`src/rtl/if_fetch_ctrl_pkg.sv`:
```
// Shared types and constants for the IF-stage fetch controller.
package if_fetch_ctrl_pkg;

  localparam logic [31:0] MIPS_NOP = 32'h0000_0000;
  localparam int          PC_INCR  = 4;

  typedef enum logic [1:0] {
    REQ  = 2'd0,
    WAIT = 2'd1,
    BUF  = 2'd2
  } fetch_state_t;

endpackage

```
`src/rtl/if_fetch_ctrl_buffer.sv`:
```
// One-entry holding store for a fetched word that arrives while IF/ID is frozen.
module if_fetch_buffer
  import if_fetch_ctrl_pkg::*;
#(
  parameter int ADDR_W = 32
) (
  input  logic              clk,
  input  logic              rst_n,
  input  logic              load,
  input  logic              clear,
  input  logic [31:0]       instr_in,
  input  logic [ADDR_W-1:0] pc4_in,
  output logic [31:0]       instr,
  output logic [ADDR_W-1:0] pc4,
  output logic              full
);

  logic [31:0]       instr_q, instr_d;
  logic [ADDR_W-1:0] pc4_q, pc4_d;
  logic              full_q, full_d;

  // Clear wins so a redirect can never leave a stale word behind.
  always_comb begin
    instr_d = instr_q;
    pc4_d   = pc4_q;
    full_d  = full_q;
    if (clear) begin
      instr_d = MIPS_NOP;
      pc4_d   = '0;
      full_d  = 1'b0;
    end else if (load) begin
      instr_d = instr_in;
      pc4_d   = pc4_in;
      full_d  = 1'b1;
    end
  end

  always_ff @(posedge clk or negedge rst_n) begin
    if (!rst_n) begin
      instr_q <= MIPS_NOP;
      pc4_q   <= '0;
      full_q  <= 1'b0;
    end else begin
      instr_q <= instr_d;
      pc4_q   <= pc4_d;
      full_q  <= full_d;
    end
  end

  assign instr = instr_q;
  assign pc4   = pc4_q;
  assign full  = full_q;

endmodule

```
`src/rtl/if_fetch_ctrl.sv`:
```
// IF stage: PC register, single-outstanding instruction fetch, IF/ID register.
// Optional FETCH_PERF_CNT_EN adds saturating stall/bubble counters.
module if_fetch_ctrl
  import if_fetch_ctrl_pkg::*;
#(
  parameter int                ADDR_W   = 32,
  parameter logic [ADDR_W-1:0] RESET_PC = ADDR_W'(32'h0000_0000)
) (
  input  logic              clk,
  input  logic              rst_n,
  input  logic              holdPC,
  input  logic              holdIF_ID,
  input  logic              flush,
  input  logic [ADDR_W-1:0] branch_target,
  output logic              imem_req_valid,
  input  logic              imem_req_ready,
  output logic [ADDR_W-1:0] imem_addr,
  input  logic              imem_rsp_valid,
  input  logic [31:0]       imem_rsp_data,
  output logic [31:0]       IF_ID_Instr,
  output logic [ADDR_W-1:0] IF_ID_PC4,
  output logic              IF_ID_valid
`ifdef FETCH_PERF_CNT_EN
  ,
  output logic [31:0]       stall_cycles,
  output logic [31:0]       bubble_cycles
`endif
);

  fetch_state_t      state_q, state_d;
  logic [ADDR_W-1:0] pc_q, pc_d;
  logic [ADDR_W-1:0] fetch_pc_q, fetch_pc_d;
  logic [ADDR_W-1:0] req_addr_q, req_addr_d;
  logic              pend_q, pend_d;
  logic              drop_q, drop_d;
  logic [31:0]       instr_q, instr_d;
  logic [ADDR_W-1:0] pc4_q, pc4_d;
  logic              valid_q, valid_d;

  logic              req_fire;
  logic              rsp_take;
  logic              buf_load, buf_clear, buf_full;
  logic [31:0]       buf_instr;
  logic [ADDR_W-1:0] buf_pc4;
  logic [ADDR_W-1:0] rsp_pc4;

  always_ff @(posedge clk or negedge rst_n) begin
    if (!rst_n) state_q <= REQ;
    else        state_q <= state_d;
  end

  always_comb begin
    state_d = state_q;
    case (state_q)
      REQ:  if (req_fire) state_d = WAIT;
      WAIT: if (imem_rsp_valid) begin
              if (flush || drop_q)  state_d = REQ;
              else if (holdIF_ID)   state_d = BUF;
              else                  state_d = REQ;
            end
      BUF:  if (flush || !holdIF_ID) state_d = REQ;
      default: state_d = REQ;
    endcase
  end

  // A raised request is held (with its latched address) until accepted,
  // regardless of holdPC or a redirect that has already moved the PC.
  always_comb begin
    imem_req_valid = 1'b0;
    if (rst_n && state_q == REQ) imem_req_valid = pend_q || !holdPC;
    imem_addr = pend_q ? req_addr_q : pc_q;
  end

  assign req_fire = imem_req_valid && imem_req_ready;
  assign rsp_take = (state_q == WAIT) && imem_rsp_valid;
  assign rsp_pc4  = fetch_pc_q + ADDR_W'(PC_INCR);

  assign buf_load  = rsp_take && !drop_q && !flush && holdIF_ID;
  assign buf_clear = flush || (state_q == BUF && !holdIF_ID);

  always_comb begin
    pc_d       = pc_q;
    fetch_pc_d = fetch_pc_q;
    req_addr_d = imem_addr;
    pend_d     = imem_req_valid && !imem_req_ready;
    drop_d     = drop_q;

    // A fetch already marked for dropping must not advance the redirected PC.
    if (flush)                    pc_d = branch_target;
    else if (req_fire && !drop_q) pc_d = imem_addr + ADDR_W'(PC_INCR);
    if (req_fire) fetch_pc_d = imem_addr;

    if (rsp_take) drop_d = 1'b0;
    if (flush && ((state_q == REQ && imem_req_valid) ||
                  (state_q == WAIT && !imem_rsp_valid)))
      drop_d = 1'b1;
  end

  always_comb begin
    instr_d = instr_q;
    pc4_d   = pc4_q;
    valid_d = valid_q;
    if (flush) begin
      instr_d = MIPS_NOP;
      valid_d = 1'b0;
    end else if (!holdIF_ID) begin
      if (rsp_take && !drop_q) begin
        instr_d = imem_rsp_data;
        pc4_d   = rsp_pc4;
        valid_d = 1'b1;
      end else if (state_q == BUF && buf_full) begin
        instr_d = buf_instr;
        pc4_d   = buf_pc4;
        valid_d = 1'b1;
      end else begin
        instr_d = MIPS_NOP;
        valid_d = 1'b0;
      end
    end
  end

  always_ff @(posedge clk or negedge rst_n) begin
    if (!rst_n) begin
      pc_q       <= RESET_PC;
      fetch_pc_q <= '0;
      req_addr_q <= '0;
      pend_q     <= 1'b0;
      drop_q     <= 1'b0;
      instr_q    <= MIPS_NOP;
      pc4_q      <= '0;
      valid_q    <= 1'b0;
    end else begin
      pc_q       <= pc_d;
      fetch_pc_q <= fetch_pc_d;
      req_addr_q <= req_addr_d;
      pend_q     <= pend_d;
      drop_q     <= drop_d;
      instr_q    <= instr_d;
      pc4_q      <= pc4_d;
      valid_q    <= valid_d;
    end
  end

  if_fetch_buffer #(.ADDR_W(ADDR_W)) u_buf (
    .clk      (clk),
    .rst_n    (rst_n),
    .load     (buf_load),
    .clear    (buf_clear),
    .instr_in (imem_rsp_data),
    .pc4_in   (rsp_pc4),
    .instr    (buf_instr),
    .pc4      (buf_pc4),
    .full     (buf_full)
  );

  assign IF_ID_Instr = instr_q;
  assign IF_ID_PC4   = pc4_q;
  assign IF_ID_valid = valid_q;

`ifdef FETCH_PERF_CNT_EN
  logic [31:0] stall_q, stall_d;
  logic [31:0] bubble_q, bubble_d;

  always_comb begin
    stall_d  = stall_q;
    bubble_d = bubble_q;
    if (holdPC && stall_q != 32'hFFFF_FFFF)    stall_d  = stall_q + 32'd1;
    if (!valid_q && bubble_q != 32'hFFFF_FFFF) bubble_d = bubble_q + 32'd1;
  end

  always_ff @(posedge clk or negedge rst_n) begin
    if (!rst_n) begin
      stall_q  <= '0;
      bubble_q <= '0;
    end else begin
      stall_q  <= stall_d;
      bubble_q <= bubble_d;
    end
  end

  assign stall_cycles  = stall_q;
  assign bubble_cycles = bubble_q;
`endif

endmodule

```
`config.mk`:
```
export PLATFORM = sky130hd
export DESIGN_NAME = if_fetch_ctrl
export DESIGN_NICKNAME = d
export VERILOG_FILES = /design/src/rtl/if_fetch_ctrl_pkg.sv /design/src/rtl/if_fetch_ctrl_buffer.sv /design/src/rtl/if_fetch_ctrl.sv
export SDC_FILE = /design/constraint.sdc
export NUM_CORES = 1
export LEC_CHECK = 0
export BUFFER_PORTS_ARGS = -buffer_cell sky130_fd_sc_hd__clkbuf_2
export CAP_MARGIN = 20
export CORE_UTILIZATION = 50
export CTS_CLUSTER_SIZE = 24
export DETAILED_ROUTE_END_ITERATION = 12
export GPL_TIMING_DRIVEN = 0
export PLACE_DENSITY = 0.79
export RECOVER_POWER = 50
export SLEW_MARGIN = 5
export SYNTH_ARGS = -nofsm -noshare
export SYNTH_HDL_FRONTEND = slang
export SYNTH_SLANG_ARGS = --single-unit
```
`constraint.sdc`:
```
create_clock -name clk -period 3.26 [get_ports clk]
set_input_delay 0.326 -clock clk [delete_from_list [all_inputs] [get_ports clk]]
set_output_delay 0.326 -clock clk [all_outputs]
set_load 0.005 [all_outputs]
```
==> run metrics <==
crit-path max cell delay 0.34 ns; path depth of the worst reg2reg path 12; reg-to-reg startpoint pend_q$_DFF_PN0_; CTS buffer count 25; worst reg-to-reg setup slack 0.17 ns; DR pass1 iterations 6; Die ar. 0.0225 sq mm; Die X 150 um; Longest Clk Path Bufs 3; FFs w/ async S/R, synth 1.00; Post-synth EDFFs 0; min Tclk post-route 3.09 ns; Core Footprint 0.0212 sq mm; Slew Limit Headroom -0.153; Post-Syn Nets 1209; RePlAce Congestion 0.929; later-pin clock latency in the skew report 0.52 ns; Data required, critical path 3.66 ns; power per cell area 577 mW/mm^2; Hold Path End u_buf.instr[24]$_DFFE_PN0P_; FILL cells 1802; final period utilization 0.947; grt ovf 0; die height 150 um; post-route insts no fill 1636; Critical Path Slowest Stage Cell dfrtp_1; CTS tree built; vias in the first global route 9139; Worst-Margin Slew 1.73 ns; # Max-Cap Violations 1; Synth Warn # 0; initial antenna violation count 0; Final Setup Violations 0; Avg Cell Area, Syn 9.62 sq um; critical path type reg -> reg; number of synthesized register bits 230; Inst Count DP 1581; Pwr Total 7530 uW; Via Count 9297; DR DRC count 0; worst path bufs/invs 5; first-pass GRT wire length 47300 um; wire length per cell 18.1 um; layout cells sized above 1 0.157; vias per inst 5.68; H-tree depth reported by CTS 1; worst hold path type in -> reg; synthesized cell area 0.0109 sq mm; dpl ws -0.442 ns; final setup margin 0.171 ns; Primary FF master, synth dfrtp_1; clk_skew 0.00710 ns; worst vdd ir 0.364 mV; status finished, violations left; clk slew on worst S/H paths 0.06 ns; synth-to-layout area growth 19.4%; Initial Util 0.515; cell family with most CP delay buffers and inverters; Cell variety after synth 56; Root Buffer clkbuf_16; Worst setup startpoint pend_q$_DFF_PN0_; IO buf count 168; CP dominant cell by count buf_6; nets@finish 1415; CP max FO 10; Final Hold Fails 0; Cells after Synth 1136; reg2reg end pc_q[30]$_DFFE_PN0P_; # clock sinks 230; P_leak 0.00613 uW; violated checks max-capacitance violations, max-slew violations; Min-Delay Startpoint imem_rsp_data[24]; Fin Setup TNS 0 ns; largest net degree at the start of global routing 109; Total Wirelength 29600 um; final core utilization 0.615; gr usage total 0.269; antenna viol nets, final 0; CP Capture Type flop; ANT cells 0; Worst setup SP type flop; I/O Pins 169; dpl hpwl 21300 um; Row Count 53; worst hold path stage count 3; initial drt markers 676; Fmax achieved 324 MHz; Worst EP arrival 3.49 ns; sequential share of the synthesized area 0.527; Pins Over Slew Limit 71; chain of cells forming the critical path buf_6 > buf_8 > buf_6 > buf_2 > mux2_2 > ha_1 > o2111ai_2 > nor4_4 > buf_4 > nand4_1 > xnor2_1 > a221o_1
## cells in the final DEF (no fill, tap or decap), types with 5 or more instances in the layout
cell type / synthesis / final
buf_2: 7 / 7
clkinv_2: 0 / 6
inv_1: 26 / 26
clkbuf_8: 0 / 7
clkbuf_16: 0 / 25
and2_1: 6 / 6
a21oi_1: 39 / 39
mux2_2: 27 / 22
and3_1: 7 / 7
o211ai_1: 10 / 10
dlygate4sd3_1: 0 / 5
xor2_1: 15 / 15
a22oi_1: 7 / 7
clkbuf_1: 46 / 107
mux2i_1: 51 / 51
nand3_1: 101 / 101
buf_1: 16 / 17
nor3b_1: 8 / 8
o21ai_0: 120 / 120
nand4_1: 19 / 19
nand2_1: 224 / 224
mux2_1: 0 / 5
clkbuf_2: 0 / 110
a31oi_1: 5 / 5
nor2b_1: 7 / 7
nor3_1: 13 / 13
xnor2_1: 35 / 35
nor2_1: 57 / 56
dfrtp_1: 230 / 230
## cells by family (layout without fill, tap and decap cells)
| kind of cell | after synthesis | after routing | share of synthesized area |
|---|---|---|---|
| DFF | 230 | 230 | 0.527 |
| xor gates and xnor gates | 50 | 50 | 0.0401 |
| adders and majority gates | 2 | 2 | 0.00229 |
| buffers and inverters | 99 | 324 | 0.0379 |
| and+or+nand+nor | 473 | 473 | 0.207 |
| AOI/OAI and AO/OA | 203 | 203 | 0.110 |
| muxes | 79 | 79 | 0.0759 |
## worst max-delay path by stage
stage / to / slack (ns) / cells past startpoint
CTS: pc_q[30]$_DFFE_PN0P_ / 0.04 / 11
global placement: pc_q[26]$_DFFE_PN0P_ / -4.66 / 7
floorplan: pc_q[30]$_DFFE_PN0P_ / 0.36 / 11
finish: pc_q[30]$_DFFE_PN0P_ / 0.17 / 12
global route: pc_q[30]$_DFFE_PN0P_ / -0.01 / 12
detailed placement: pc_q[28]$_DFFE_PN0P_ / -0.44 / 9
## repair_timing
action / in CTS / in global routing
resized for setup: 0 / 1
hold endpoints to repair: 57 / 0
pin swaps: 0 / 1
buffers inserted: 0 / 2
setup endpoints to repair: 10 / 8
hold buffers: 8 / 0
## power by group
| group | internal (uW) | leakage, uW | switching, uW |
|---|---|---|---|
| clock network | 1780 | 0.000429 | 1160 |
| logic | 458 | 0.00269 | 694 |
| registers | 3150 | 0.00301 | 283 |
## Yosys cell counts (3+ instances only)
master | count | area [sq um]
nand3_1 | 101 | 505
nor4_1 | 3 | 18.8
nand4_1 | 19 | 119
a221oi_2 | 3 | 45.0
o211ai_1 | 10 | 75.1
a31oi_1 | 5 | 31.3
or2_2 | 3 | 18.8
nor3b_1 | 8 | 60.1
xnor2_1 | 35 | 307
nor3_2 | 3 | 30.0
xor2_1 | 15 | 131
nor3_1 | 13 | 65.1
nand2_1 | 224 | 841
nor2b_1 | 7 | 43.8
buf_6 | 3 | 33.8
o21ai_0 | 120 | 601
a211oi_1 | 3 | 22.5
a22oi_1 | 7 | 52.6
a21oi_1 | 39 | 195
and2_1 | 6 | 37.5
and3_1 | 7 | 43.8
nand3b_4 | 3 | 60.1
and4_1 | 3 | 26.3
dfrtp_1 | 230 | 5760
clkbuf_1 | 46 | 173
buf_2 | 7 | 35.0
mux2_2 | 27 | 304
mux2i_1 | 51 | 510
inv_1 | 26 | 97.6
buf_1 | 16 | 60.1
nor2_1 | 57 | 214
## state kept, by name (all words and copies together), names as in the netlist
register	count
req_addr_q	32
fetch_pc_q	32
state_q	2
u_buf.full	1
IF_ID_valid	1
u_buf.pc4	32
IF_ID_Instr	32
pc_q	32
pend_q	1
u_buf.instr	32
drop_q	1
IF_ID_PC4	32
## worst min-delay path: stages
cell      delay [ns]
clkbuf_2        0.09
nand2_1         0.04
nand2_1         0.05
## stage by stage
| stage | instance area [sq um] | hold slack (ns) |
|---|---|---|
| finish | 13000 | 0.0112 |
| global placement | 12100 | 0.460 |
| CTS | 13200 | 0.000737 |
| global route | 13000 | 0.0129 |
| detailed placement | 12200 | 0.315 |
| floorplan | 10900 | 0.0304 |
## layer usage
layer,GRT usage,part of all wire,vias to the layer above
li1,-,-,4334
met1,0.356,0.42,4476
met2,0.454,0.48,424
met3,0.0424,0.077,63
met4,0.0783,0.025,0
met5,0,0,-
## cell type report
cell class / count / area, sq um / area share
Tap cell: 275 / 344 / 0.0264
Inverter: 26 / 97.6 / 0.00748
Timing Repair Buffer: 180 / 916 / 0.0702
Clock inverter: 12 / 145 / 0.0111
Sequential cell: 230 / 5760 / 0.441
Clock buffer: 34 / 719 / 0.0552
Buffer: 72 / 305 / 0.0234
Multi-Input combinational cell: 807 / 4760 / 0.365
Power figures use the tool's default switching activity.
